==> config.mk <==
export PLATFORM = sky130hd
export DESIGN_NAME = spi_tx_sequencer
export DESIGN_NICKNAME = d
export VERILOG_FILES = /design/src/rtl/spi_tx_sequencer.sv
export SDC_FILE = /design/constraint.sdc
export NUM_CORES = 1
export LEC_CHECK = 0
export CORE_UTILIZATION = 50
export DETAILED_ROUTE_END_ITERATION = 8
export PLACE_DENSITY_LB_ADDON = 0.15
export SYNTH_ARGS = -nofsm -noshare
export SYNTH_HDL_FRONTEND = slang
export SYNTH_SLANG_ARGS = --single-unit
==> constraint.sdc <==
create_clock -name CLK_100MHz -period 3.85 [get_ports CLK_100MHz]
set_input_delay 0.77 -clock CLK_100MHz [delete_from_list [all_inputs] [get_ports CLK_100MHz]]
set_output_delay 0.77 -clock CLK_100MHz [all_outputs]
set_load 0.05 [all_outputs]
==> src/rtl/spi_tx_sequencer.sv <==
// SPI mode-0 transmit engine fed by a word FIFO. Words are shifted out MSB-first,
// back-to-back words share one chip-select window, and CSX is released with a
// guaranteed high gap once the queue drains.
module spi_tx_sequencer #(
    parameter int unsigned WIDTH  = 8,
    parameter int unsigned DEPTH  = 16,
    parameter int unsigned CLKDIV = 4,
    parameter int unsigned CS_GAP = 2
) (
    input  logic                       CLK_100MHz,
    input  logic                       RST_N,
    input  logic                       WR,
    input  logic [WIDTH-1:0]           WR_DATA,
    input  logic                       WR_DC,
    output logic                       FULL,
    output logic                       EMPTY,
    output logic [$clog2(DEPTH+1)-1:0] COUNT,
    output logic                       OVERFLOW,
    output logic                       SCK,
    output logic                       SDI,
    output logic                       CSX,
    output logic                       DC,
    output logic                       BUSY,
    output logic                       DONE
);

    localparam int unsigned PW = $clog2(DEPTH);
    localparam int unsigned CW = $clog2(DEPTH + 1);
    localparam int unsigned BW = $clog2(WIDTH);
    localparam int unsigned DW = $clog2(CLKDIV + 1);
    localparam int unsigned GW = $clog2(CS_GAP + 1);

    localparam logic [CW-1:0] DepthC  = CW'(DEPTH);
    localparam logic [BW-1:0] BitLast = BW'(WIDTH - 1);
    localparam logic [DW-1:0] DivLast = DW'(CLKDIV - 1);
    localparam logic [GW-1:0] GapLast = GW'(CS_GAP - 1);

    typedef enum logic [1:0] {StIdle, StLow, StHigh, StGap} state_e;

    // FIFO storage: {dc, data} per entry
    logic [WIDTH:0]  mem_q [DEPTH];
    logic [PW-1:0]   wr_ptr_q, wr_ptr_d, rd_ptr_q, rd_ptr_d;
    logic [CW-1:0]   count_q, count_d;
    logic            ovf_q, ovf_d;
    logic [WIDTH:0]  head;
    logic            push, pop, full, empty;

    state_e          state_q, state_d;
    logic [DW-1:0]   div_q, div_d;
    logic [GW-1:0]   gap_q, gap_d;
    logic [BW-1:0]   bit_q, bit_d;
    logic [WIDTH-1:0] shift_q, shift_d;
    logic            sck_q, sck_d, csx_q, csx_d, dc_q, dc_d, done_q, done_d;

    assign full  = (count_q == DepthC);
    assign empty = (count_q == '0);
    assign push  = WR && !full;
    assign head  = mem_q[rd_ptr_q];

    // FIFO payload write; no reset needed since pointers define validity
    always_ff @(posedge CLK_100MHz) begin
        if (push) begin
            mem_q[wr_ptr_q] <= {WR_DC, WR_DATA};
        end
    end

    // Serialiser FSM next-state; pop is asserted whenever a new word is loaded
    always_comb begin
        state_d = state_q;
        div_d   = div_q;
        gap_d   = gap_q;
        bit_d   = bit_q;
        shift_d = shift_q;
        sck_d   = sck_q;
        csx_d   = csx_q;
        dc_d    = dc_q;
        done_d  = 1'b0;
        pop     = 1'b0;
        unique case (state_q)
            StIdle: begin
                sck_d = 1'b0;
                csx_d = 1'b1;
                pop   = !empty;
            end
            StLow: begin
                if (div_q == DivLast) begin
                    div_d   = '0;
                    sck_d   = 1'b1;
                    state_d = StHigh;
                end else begin
                    div_d = div_q + DW'(1);
                end
            end
            StHigh: begin
                if (div_q == DivLast) begin
                    div_d = '0;
                    sck_d = 1'b0;
                    if (bit_q != BitLast) begin
                        shift_d = {shift_q[WIDTH-2:0], 1'b0};
                        bit_d   = bit_q + BW'(1);
                        state_d = StLow;
                    end else begin
                        done_d = 1'b1;
                        pop    = !empty;
                        if (empty) begin
                            csx_d   = 1'b1;
                            gap_d   = '0;
                            state_d = StGap;
                        end
                    end
                end else begin
                    div_d = div_q + DW'(1);
                end
            end
            StGap: begin
                if (gap_q == GapLast) begin
                    state_d = StIdle;
                end else begin
                    gap_d = gap_q + GW'(1);
                end
            end
            default: state_d = StIdle;
        endcase
        // Load a fresh word: from IDLE or as a burst continuation after the last bit
        if (pop) begin
            shift_d = head[WIDTH-1:0];
            dc_d    = head[WIDTH];
            csx_d   = 1'b0;
            bit_d   = '0;
            div_d   = '0;
            state_d = StLow;
        end
    end

    // FIFO bookkeeping next-state; simultaneous push and pop leave the count unchanged
    always_comb begin
        wr_ptr_d = push ? wr_ptr_q + PW'(1) : wr_ptr_q;
        rd_ptr_d = pop ? rd_ptr_q + PW'(1) : rd_ptr_q;
        count_d  = count_q + CW'(push) - CW'(pop);
        ovf_d    = ovf_q | (WR && full);
    end

    // State registers with synchronous active-low reset
    always_ff @(posedge CLK_100MHz) begin
        if (!RST_N) begin
            wr_ptr_q <= '0;
            rd_ptr_q <= '0;
            count_q  <= '0;
            ovf_q    <= 1'b0;
            state_q  <= StIdle;
            div_q    <= '0;
            gap_q    <= '0;
            bit_q    <= '0;
            shift_q  <= '0;
            sck_q    <= 1'b0;
            csx_q    <= 1'b1;
            dc_q     <= 1'b0;
            done_q   <= 1'b0;
        end else begin
            wr_ptr_q <= wr_ptr_d;
            rd_ptr_q <= rd_ptr_d;
            count_q  <= count_d;
            ovf_q    <= ovf_d;
            state_q  <= state_d;
            div_q    <= div_d;
            gap_q    <= gap_d;
            bit_q    <= bit_d;
            shift_q  <= shift_d;
            sck_q    <= sck_d;
            csx_q    <= csx_d;
            dc_q     <= dc_d;
            done_q   <= done_d;
        end
    end

    assign FULL     = full;
    assign EMPTY    = empty;
    assign COUNT    = count_q;
    assign OVERFLOW = ovf_q;
    assign SCK      = sck_q;
    assign SDI      = shift_q[WIDTH-1];
    assign CSX      = csx_q;
    assign DC       = dc_q;
    assign BUSY     = (state_q != StIdle);
    assign DONE     = done_q;

endmodule

Word level (Yosys, flattened, before mapping). Memory sizes are Yosys's and may differ from the RTL's. A register that Yosys moved wholly into a read port is not among the register bits. Cells that the tools add are included.

Bits in registers: 36. Memory bits (writable): 144. Bits of input ports: 12. Logic and storage cells: 102. Memories: 1.

Add/sub/neg operators: 7. Equal/unequal tests: 20. Multiplexer cells: 33. Bitwise gates (word level): 2. Reduce and logical (&&, ||, !) cells: 25.

Memory list: mem_q (depth 16, width 9, rd ports 1, clocked after Yosys merged registers in 1, wr ports 1, RTL line 41) `logic [WIDTH:0] mem_q [DEPTH];`.

Operators by type and width (count): two-way mux 8 bit (4); inequality test 3 bit, second input constant (7); two-way mux 2 bit (9); AND reduction 5 bit (3); two-way mux 1 bit (12); inequality test 2 bit, second input constant (6); AND reduction 3 bit (4); nonzero test 2 bit (5); nonzero test 3 bit (3); adder 4 x 1 -> 4 bit, second input constant (2); two-way mux 4 bit (2); adder 3 x 1 -> 3 bit, second input constant (2); one-hot mux 2 bit (3 select lines) (1); adder 5 x 1 -> 5 bit (1); == test 5 bit, second input constant (1); logical NOT 5 bit (1); subtractor 5 x 1 -> 5 bit (1); == test 2 x 1 -> 1 bit, second input constant (2); == test 2 bit, second input constant (2); inequality test 4 bit, second input constant (1); one-hot mux 1 bit (2 select lines) (2); one-hot mux 2 bit (2 select lines) (1); AND reduction 4 bit (1); nonzero test 4 bit (1); 10 further kinds (13).

Depth between registers and ports, before layout. Gate-level depths: netlist of the first run.

Word-level depth: 7. Mapped depth: 15.

Worst setup path after synthesis of the first run. No wires, ideal clock.

Kind: register -> register. From: register count_q[3], in the netlist COUNT[3]. To: register count_q[4], in the netlist COUNT[4]. Setup time: 0.070 ns. Data arrival time: 3.211 ns. Data required time: 3.780 ns. Path slack: 0.569 ns. Stages on the path, launching flop included: 16. Path buffers: 2. Clock period less this slack: 3.281 ns. Cells stage by stage: dfxtp_1 -> inv_1 -> ha_1 -> or4b_1 -> buf_2 -> o21ai_4 -> inv_4 -> clkbuf_1 -> ha_1 -> inv_1 -> ha_1 -> fa_1 -> a21oi_1 -> nor2_1 -> or3_1 -> a21oi_1.

Word-level cells in the longest chain between the ends: 6.

RTL lines: from (decl) (RTL line 43) `logic [CW-1:0] count_q, count_d;`; from (signal assigned) (RTL line 162) `count_q <= count_d;`; logical NOT 5 bit * (RTL line 56) `assign empty = (count_q == '0);`; logical NOT 1 bit * (RTL line 83, 104); two-way mux 1 bit (RTL line 98) `if (bit_q != BitLast) begin`; two-way mux 1 bit (RTL line 95) `if (div_q == DivLast) begin`; one-hot mux 1 bit (2 select lines) * (RTL line 79) `unique case (state_q)`; via pop (RTL line 46) `logic push, pop, full, empty;`; subtractor 5 x 1 -> 5 bit * (RTL line 139) `count_d = count_q + CW'(push) - CW'(pop);`.

Mark *: on every way through the listed nets, which the timed path passes. The rest lies on a longest branch. A chain may end at the register's enable or synchronous reset.

Worst setup path in the final report of the first run.
From: register count_q[2], in the netlist COUNT[2]. To: output EMPTY.

Word-level cells in the longest chain between the ends: 1.

RTL lines: logical NOT 5 bit (RTL line 56); to (decl) (RTL line 16) `output logic EMPTY,`.

Every way passes these cells.

==> results of run 1 <==
[logic make-up after synthesis]
kind of cell	share of synthesized area (%)
AOI/OAI and AO/OA	3.754
DFF	68.94
xor gates and xnor gates	1.060
and+or+nand+nor	5.470
muxes	15.06
buffers and inverters	2.239
adders and majority gates	3.467
[how the worst min path moves through the flow]
| stage | end | depth (start not counted) | slack (ns) |
|---|---|---|---|
| 2_1_floorplan | gap_q[1]$_SDFFE_PN0P_ | 2 | 0.44 |
| 5_1_grt | div_q[1]$_SDFFE_PP0P_ | 2 | 0.50 |
| 3_3_place_gp | gap_q[1]$_SDFFE_PN0P_ | 2 | 0.45 |
| 4_1_cts | gap_q[1]$_SDFFE_PN0P_ | 2 | 0.47 |
| 6_report | gap_q[1]$_SDFFE_PN0P_ | 2 | 0.46 |
| 3_5_place_dp | gap_q[1]$_SDFFE_PN0P_ | 2 | 0.46 |
[state kept, by name, indices dropped and copies added, names as in the netlist, named ones only]
name,cells
rd_ptr_q,4
div_q,3
CSX,1
COUNT,5
gap_q,2
DC,1
OVERFLOW,1
bit_q,3
mem_q,144
SCK,1
wr_ptr_q,4
shift_q,8
state_q,2
DONE,1
[critical path, cell delays in order, from the launching register on]
cell	delay, ns
dfxtp_1	0.33
inv_1	0.08
ha_1	0.16
or4b_1	0.60
inv_1	0.11
clkdlybuf4s50_1	0.80
[power groups by stage]
stage / Sequential [mW] / Clock, mW / Combinational, mW
2_1_floorplan: 2.52 / 0 / 0.843
3_3_place_gp: 2.42 / 0 / 1.27
3_5_place_dp: 2.43 / 0 / 1.30
4_1_cts: 2.38 / 1.76 / 1.30
5_1_grt: 2.40 / 1.84 / 1.43
6_report: 2.38 / 1.73 / 1.29
[synth_stat cells, types with 2 or more instances]
| master | n | area [um2] |
|---|---|---|
| a221oi_1 | 7 | 61.31 |
| dfxtp_1 | 40 | 800.8 |
| nand2_1 | 16 | 60.06 |
| xnor2_1 | 5 | 43.79 |
| mux2i_1 | 23 | 230.2 |
| inv_1 | 15 | 56.30 |
| o21ai_0 | 13 | 65.06 |
| mux2_2 | 7 | 78.83 |
| and2_1 | 4 | 25.02 |
| edfxtp_1 | 144 | 4324 |
| o221ai_1 | 2 | 17.52 |
| nor2_1 | 30 | 112.6 |
| nand4b_1 | 2 | 17.52 |
| o211ai_1 | 2 | 15.01 |
| buf_1 | 4 | 15.01 |
| mux4_2 | 36 | 810.8 |
| nand3_1 | 7 | 35.03 |
| buf_2 | 7 | 35.03 |
| nor3_1 | 5 | 25.02 |
| ha_1 | 19 | 237.7 |
| clkbuf_1 | 7 | 26.28 |
| nor2b_1 | 2 | 12.51 |
| a21oi_1 | 10 | 50.05 |
| nand3b_1 | 2 | 15.01 |
| a211oi_1 | 5 | 37.54 |
| or3_1 | 3 | 18.77 |
| xor2_1 | 4 | 35.03 |
| nand2b_1 | 5 | 31.28 |
[stage by stage]
stage / utilization (%) / setup WS (ns) / instance area, um2 / std cells / power, mW
6_report: 59.07 / 0.5821 / 8586 / 682 / 5.405
5_1_grt: 59.07 / 0.3903 / 8586 / 682 / 5.669
4_1_cts: 59.07 / 0.5523 / 8586 / 682 / 5.449
3_5_place_dp: 54.90 / 0.5492 / 7979 / 650 / 3.725
3_3_place_gp: 54.90 / 0.5903 / 7979 / 650 / 3.686
2_1_floorplan: - / 0.5694 / 7433 / 441 / 3.365
[cells in the final DEF, fill, tap and decap left out, types with 2 or more instances in the layout]
cell type | Yosys | layout
edfxtp_1 | 144 | 144
dfxtp_1 | 40 | 39
mux4_2 | 36 | 36
nor2_1 | 30 | 30
clkdlybuf4s50_1 | 0 | 25
mux2i_1 | 23 | 23
buf_4 | 1 | 21
ha_1 | 19 | 19
clkbuf_16 | 0 | 19
nand2_1 | 16 | 16
inv_1 | 15 | 15
o21ai_0 | 13 | 13
a21oi_1 | 10 | 10
nand3_1 | 7 | 7
mux2_2 | 7 | 7
a221oi_1 | 7 | 7
nand2b_1 | 5 | 5
nor3_1 | 5 | 5
xnor2_1 | 5 | 5
a211oi_1 | 5 | 5
clkinv_4 | 0 | 5
and2_1 | 4 | 4
xor2_1 | 4 | 4
or3_1 | 3 | 3
inv_6 | 0 | 3
o211ai_1 | 2 | 2
nand4b_1 | 2 | 2
o221ai_1 | 2 | 2
nor2b_1 | 2 | 2
nand3b_1 | 2 | 2
clkinvlp_4 | 0 | 2
[routing by layer]
metal / up-vias / GRT usage, % / wire [um]
met5: - / 0 / 0
met1: 1954 / 25.74 / 5967
met4: 0 / 7.143 / 144
met3: 11 / 3.984 / 607
met2: 76 / 32.19 / 6828
li1: 1793 / - / -
[area by class of cell]
| class | instances | area (um2) | area share, % |
|---|---|---|---|
| repair buffers | 46 | 407.9 | 4.751 |
| inverters | 17 | 66.31 | 0.7724 |
| multi-input cells | 219 | 2148 | 25.02 |
| well taps | 184 | 230.2 | 2.681 |
| flip-flops and latches | 184 | 5126 | 59.71 |
| clock buffers | 19 | 475.5 | 5.538 |
| clock inverters | 13 | 131.4 | 1.530 |
==> results by group, run 1 <==
Timing
  • Setup violators final: 0
  • Max frequency: 0.3060 GHz
  • Hold Worst Slack: 0.4627 ns
  • Final hold vios: 0
  • Final min period: 3.268 ns
  • Worst slew pin tran: 0.7632 ns
  • Worst slew margin: 49.12%
  • Clk_skew: 0.007610 ns
  • Tcrit/Tclk final: 84.88%
  • Fin Setup TNS: 0 ns
  • Unrepaired setup endpoints after global routing: false
  • Max Slew Vio Count: 0

Clock network
  • H-Tree Depth: 4
  • Clock Sinks: 184
  • Clock Latency Late Sink: 0.42 ns
  • Worst-path clk slew: 0.07 ns
  • Post-CTS Resized: 0
  • TritonCTS clock tree: done
  • CTS buffer count: 17
  • Clk root buf: clkbuf_16
  • Max Buffers Root-to-Sink: 2
  • Postcts setup bufs: 0
  • Hold buffer count at cts: 0

Critical path
  • CP required: 3.08 ns
  • Setup Crit Path Kind: register to primary output
  • Worst setup EP type: primary output
  • Crit path to: EMPTY
  • Startpoint types: register
  • Worst r2r src: state_q[0]$_SDFFE_PN0P_
  • Critical path origin: COUNT[2]$_SDFF_PN0_
  • Worst reg2reg endpoint: COUNT[4]$_SDFF_PN0_
  • Worst EP arrival: 2.50 ns
  • Worst-path fanout max: 5
  • Cell count of the worst reg-to-reg path: 13
  • Reg2Reg Setup Slack: 0.66 ns

Worst hold path
  • Worst min-delay path class: register to register
  • Hold path start: gap_q[1]$_SDFFE_PN0P_

Die
  • Die Span X: 123.9 um
  • Die Ht: 123.9 um
  • Die Area: 0.01536 mm2
  • Ports: 26
  • Core ar.: 0.01453 mm2
  • # rows: 44
  • Starting Density: 51.14%

Detailed routing
  • Vias per inst: 5.622
  • DRC violations left: 0
  • Initial DRT Pass Iterations: 4
  • Routed WL: 13550 um
  • Routed wire per std cell: 19.86 um
  • Final ANT Viol Nets: 0
  • Vias: 3834
  • Initial DRC count: 248

Yosys
  • Ys async rst share: 0%
  • Yosys reg bits: 184
  • Post-Syn Area: 0.007433 mm2
  • Ys Warns: 0
  • Synthesized instance count: 441
  • EDFF count, synth: 144
  • Avg Inst Size Synth: 16.86 um2
  • Main synth FF type: edfxtp_1
  • Register area share after synthesis: 68.94%
  • Post-Syn Nets: 473
  • Yosys cell types: 43

Global route
  • GRT Util Overall: 19.52%
  • GRT overflow: 0
  • Largest net degree at the start of global routing: 37
  • Vias in the first global route: 3883
  • Initial antenna violation count: 0
  • First-pass GRT wire length: 20880 um

Power and ir drop
  • Sequential Power Share: 44.1%
  • Net Sw Power: 1.615 mW
  • Clock network power share: 32.0%
  • Logic pwr share: 24.0%
  • VDD IR max: 351.7 uV
  • Switching Fraction: 29.87%
  • Pwr dens: 629.5 mW/mm2
  • LEAKAGE: 2.842 nW
  • Internal power: 3.790 mW

Place
  • PortBufs: 25
  • HPWL after DPL: 8828 um
  • RePlAce Congestion: 0.7913

Finish
  • Antenna diode count: 0
  • Share of layout cells above drive strength 1: 20.48%
  • Fillers: 1117
  • Nets: 517
  • Area growth syn-to-layout: 15.50%

Job
  • Max-cap violations: 0

Run status
  • Outcome: finished clean
Note: power is estimated with default switching activity, not from simulation.
==> run 2: changes to the inputs <==
Clock period 3.85 ns to 3 ns, I/O delays scaled along.
==> results by group, run 2 (synthesized netlist as in run 1, its figures left out) <==
Power and ir drop
  • Logic pwr share: 24.6%
  • Pwr dens: 808.2 mW/mm2
  • Sequential Power Share: 44.4%
  • Total power: 6.999 mW
  • VDD IR max: 404.3 uV
  • Switching Fraction: 29.71%
  • LEAKAGE: 2.886 nW
  • Net Sw Power: 2.079 mW
  • Internal power: 4.919 mW
  • Clock network power share: 31.0%

Clock network
  • CTS buffer count: 17
  • Max Buffers Root-to-Sink: 2
  • Clock Sinks: 184
  • Worst-path clk slew: 0.07 ns
  • Hold buffer count at cts: 0
  • H-Tree Depth: 4
  • Postcts setup bufs: 0
  • TritonCTS clock tree: done
  • Clock Latency Late Sink: 0.42 ns
  • Post-CTS Resized: 0
  • Clk root buf: clkbuf_16

Global route
  • Largest net degree at the start of global routing: 37
  • First-pass GRT wire length: 21420 um
  • GRT Util Overall: 19.76%
  • Initial antenna violation count: 0
  • Top Usage Layer GRT: met2
  • Met3 usage in global routing: 4.350%
  • Met1 Resource Use GR: 26.56%
  • GRT overflow: 0
  • Vias in the first global route: 3989
  • Global Route met2 Usage: 31.74%

Detailed routing
  • Vias per inst: 5.620
  • DRC violations left: 0
  • Routed WL: 13550 um
  • Vias: 3872
  • Initial DRT Pass Iterations: 4
  • Final ANT Viol Nets: 0
  • Routed wire per std cell: 19.66 um
  • Initial DRC count: 236

Timing
  • Max Slew Vio Count: 0
  • Setup violators final: 0
  • Max frequency: 0.3539 GHz
  • Tcrit/Tclk final: 94.20%
  • Final worst slack: 0.1740 ns
  • Unrepaired setup endpoints after global routing: false
  • Final hold vios: 0
  • Worst slew margin: 46.31%
  • Clk_skew: 0.007235 ns
  • Final min period: 2.826 ns
  • Worst slew pin tran: 0.8042 ns

Place
  • HPWL after DPL: 8977 um
  • Dpl ws: 0.08468 ns
  • RePlAce Congestion: 0.7979
  • PortBufs: 25

Worst hold path
  • Worst min-delay path class: register to register
  • Worst Hold End: gap_q[1]$_SDFFE_PN0P_
  • Hold path depth: 2
  • Hold path start: gap_q[1]$_SDFFE_PN0P_

Finish
  • Register with the most flip-flops: mem_q
  • Nets: 524
  • Largest register FFs: 144
  • Share of layout cells above drive strength 1: 23.76%
  • Fillers: 1115
  • Commonest non-fill, non-tap cell in the layout: edfxtp_1
  • Area growth syn-to-layout: 16.50%
  • Antenna diode count: 0
  • Commonest cells after routing, fill and taps aside: edfxtp_1, mux4_2, dfxtp_1, nor2_1, buf_4

Die
  • Die Span X: 123.9 um
  • Die Ht: 123.9 um
  • Die Area: 0.01536 mm2
  • Ports: 26
  • Core ar.: 0.01453 mm2
  • Starting Density: 51.14%
  • # rows: 44

Critical path
  • Worst r2r src: bit_q[0]$_SDFFE_PP0P_
  • Worst EP arrival: 3.18 ns
  • Max incr delay on CP: 0.38 ns
  • Worst setup EP type: register
  • Most used cell, CP: ha_1
  • Worst reg2reg endpoint: COUNT[4]$_SDFF_PN0_
  • Cell count of the worst reg-to-reg path: 13
  • Worst-path fanout max: 3
  • Reg2Reg Setup Slack: 0.17 ns
  • CP max-delay cell: fa_2
  • Cell breakdown of the critical path: ha_1 -> ha_1 -> and4b_1 -> o21ai_4 -> inv_4 -> ha_1 -> inv_1 -> ha_2 -> fa_2 -> a21oi_2 -> nor2_1 -> or3_1 -> a21oi_1
  • Setup Crit Path Kind: register to register
  • CP required: 3.35 ns
  • Startpoint types: register

Run status
  • Outcome: finished clean

Job
  • Max-cap violations: 0
[run 2: cell count changes in the layout (fill, tap and decap cells not counted), sizes merged]
cell / delta
buf: +8
bufinv: -1
clkdlybuf4s50: -1
clkbuf: +2
clkinvlp: -1
[run 2: worst max-delay path by stage]
stage	slack [ns]	to	startpoint	cells past startpoint
after floorplan	-0.02	COUNT[4]$_SDFF_PN0_	COUNT[2]$_SDFF_PN0_	15
after global placement	0.16	COUNT[4]$_SDFF_PN0_	WR	11
after detailed placement	0.08	COUNT[4]$_SDFF_PN0_	WR	11
after CTS	0.13	COUNT[4]$_SDFF_PN0_	COUNT[2]$_SDFF_PN0_	13
after global routing	0.02	COUNT[4]$_SDFF_PN0_	bit_q[0]$_SDFFE_PP0P_	13
final	0.17	COUNT[4]$_SDFF_PN0_	bit_q[0]$_SDFFE_PP0P_	13
[run 2: power by group through the flow]
stage	sequential (mW)	clock, mW	combinational [mW]
2_1_floorplan	3.25	0	1.13
3_3_place_gp	3.15	0	1.68
3_5_place_dp	3.16	0	1.72
4_1_cts	3.11	2.22	1.73
5_1_grt	3.13	2.31	1.89
6_report	3.11	2.17	1.72
[run 2: layer usage]
layer / wire length [um] / vias to the layer above / part of all wire (%)
li1: - / 1814 / -
met1: 6193 / 1969 / 46
met4: 193 / 0 / 1.4
met2: 6559 / 71 / 48
met5: 0 / - / 0
met3: 602 / 18 / 4.4
[run 2: critical path: cells and delay by family, from the launching register on]
kind	cells	cell delay (ns)
buffers and inverters	2	0.08
AOI/OAI and AO/OA	3	0.46
and+or+nand+nor	3	0.66
DFF	1	0.33
adders and majority gates	5	1.22
[run 2: cell type report]
type                       count  area [um2]  share of cell area (%)
multi-input combinational    219        2161                   24.95
clock buffer                  21       514.2                   5.938
sequential                   184        5136                   59.31
timing repair buffer          53       470.5                   5.433
clock inverter                11       81.33                  0.9392
inverter                      17       66.31                  0.7658
tap                          184       230.2                   2.659
[run 2: through the flow]
stage	TNS [ns]	hold WS [ns]	util, %	cell area, um2	cells
6_report	0	0.4767	59.58	8660	689
3_5_place_dp	0	0.4728	55.46	8060	657
2_1_floorplan	-0.02085	0.4381	-	7468	441
4_1_cts	0	0.4835	59.56	8656	689
5_1_grt	0	0.4976	59.58	8660	689
3_3_place_gp	0	0.4444	55.46	8060	657
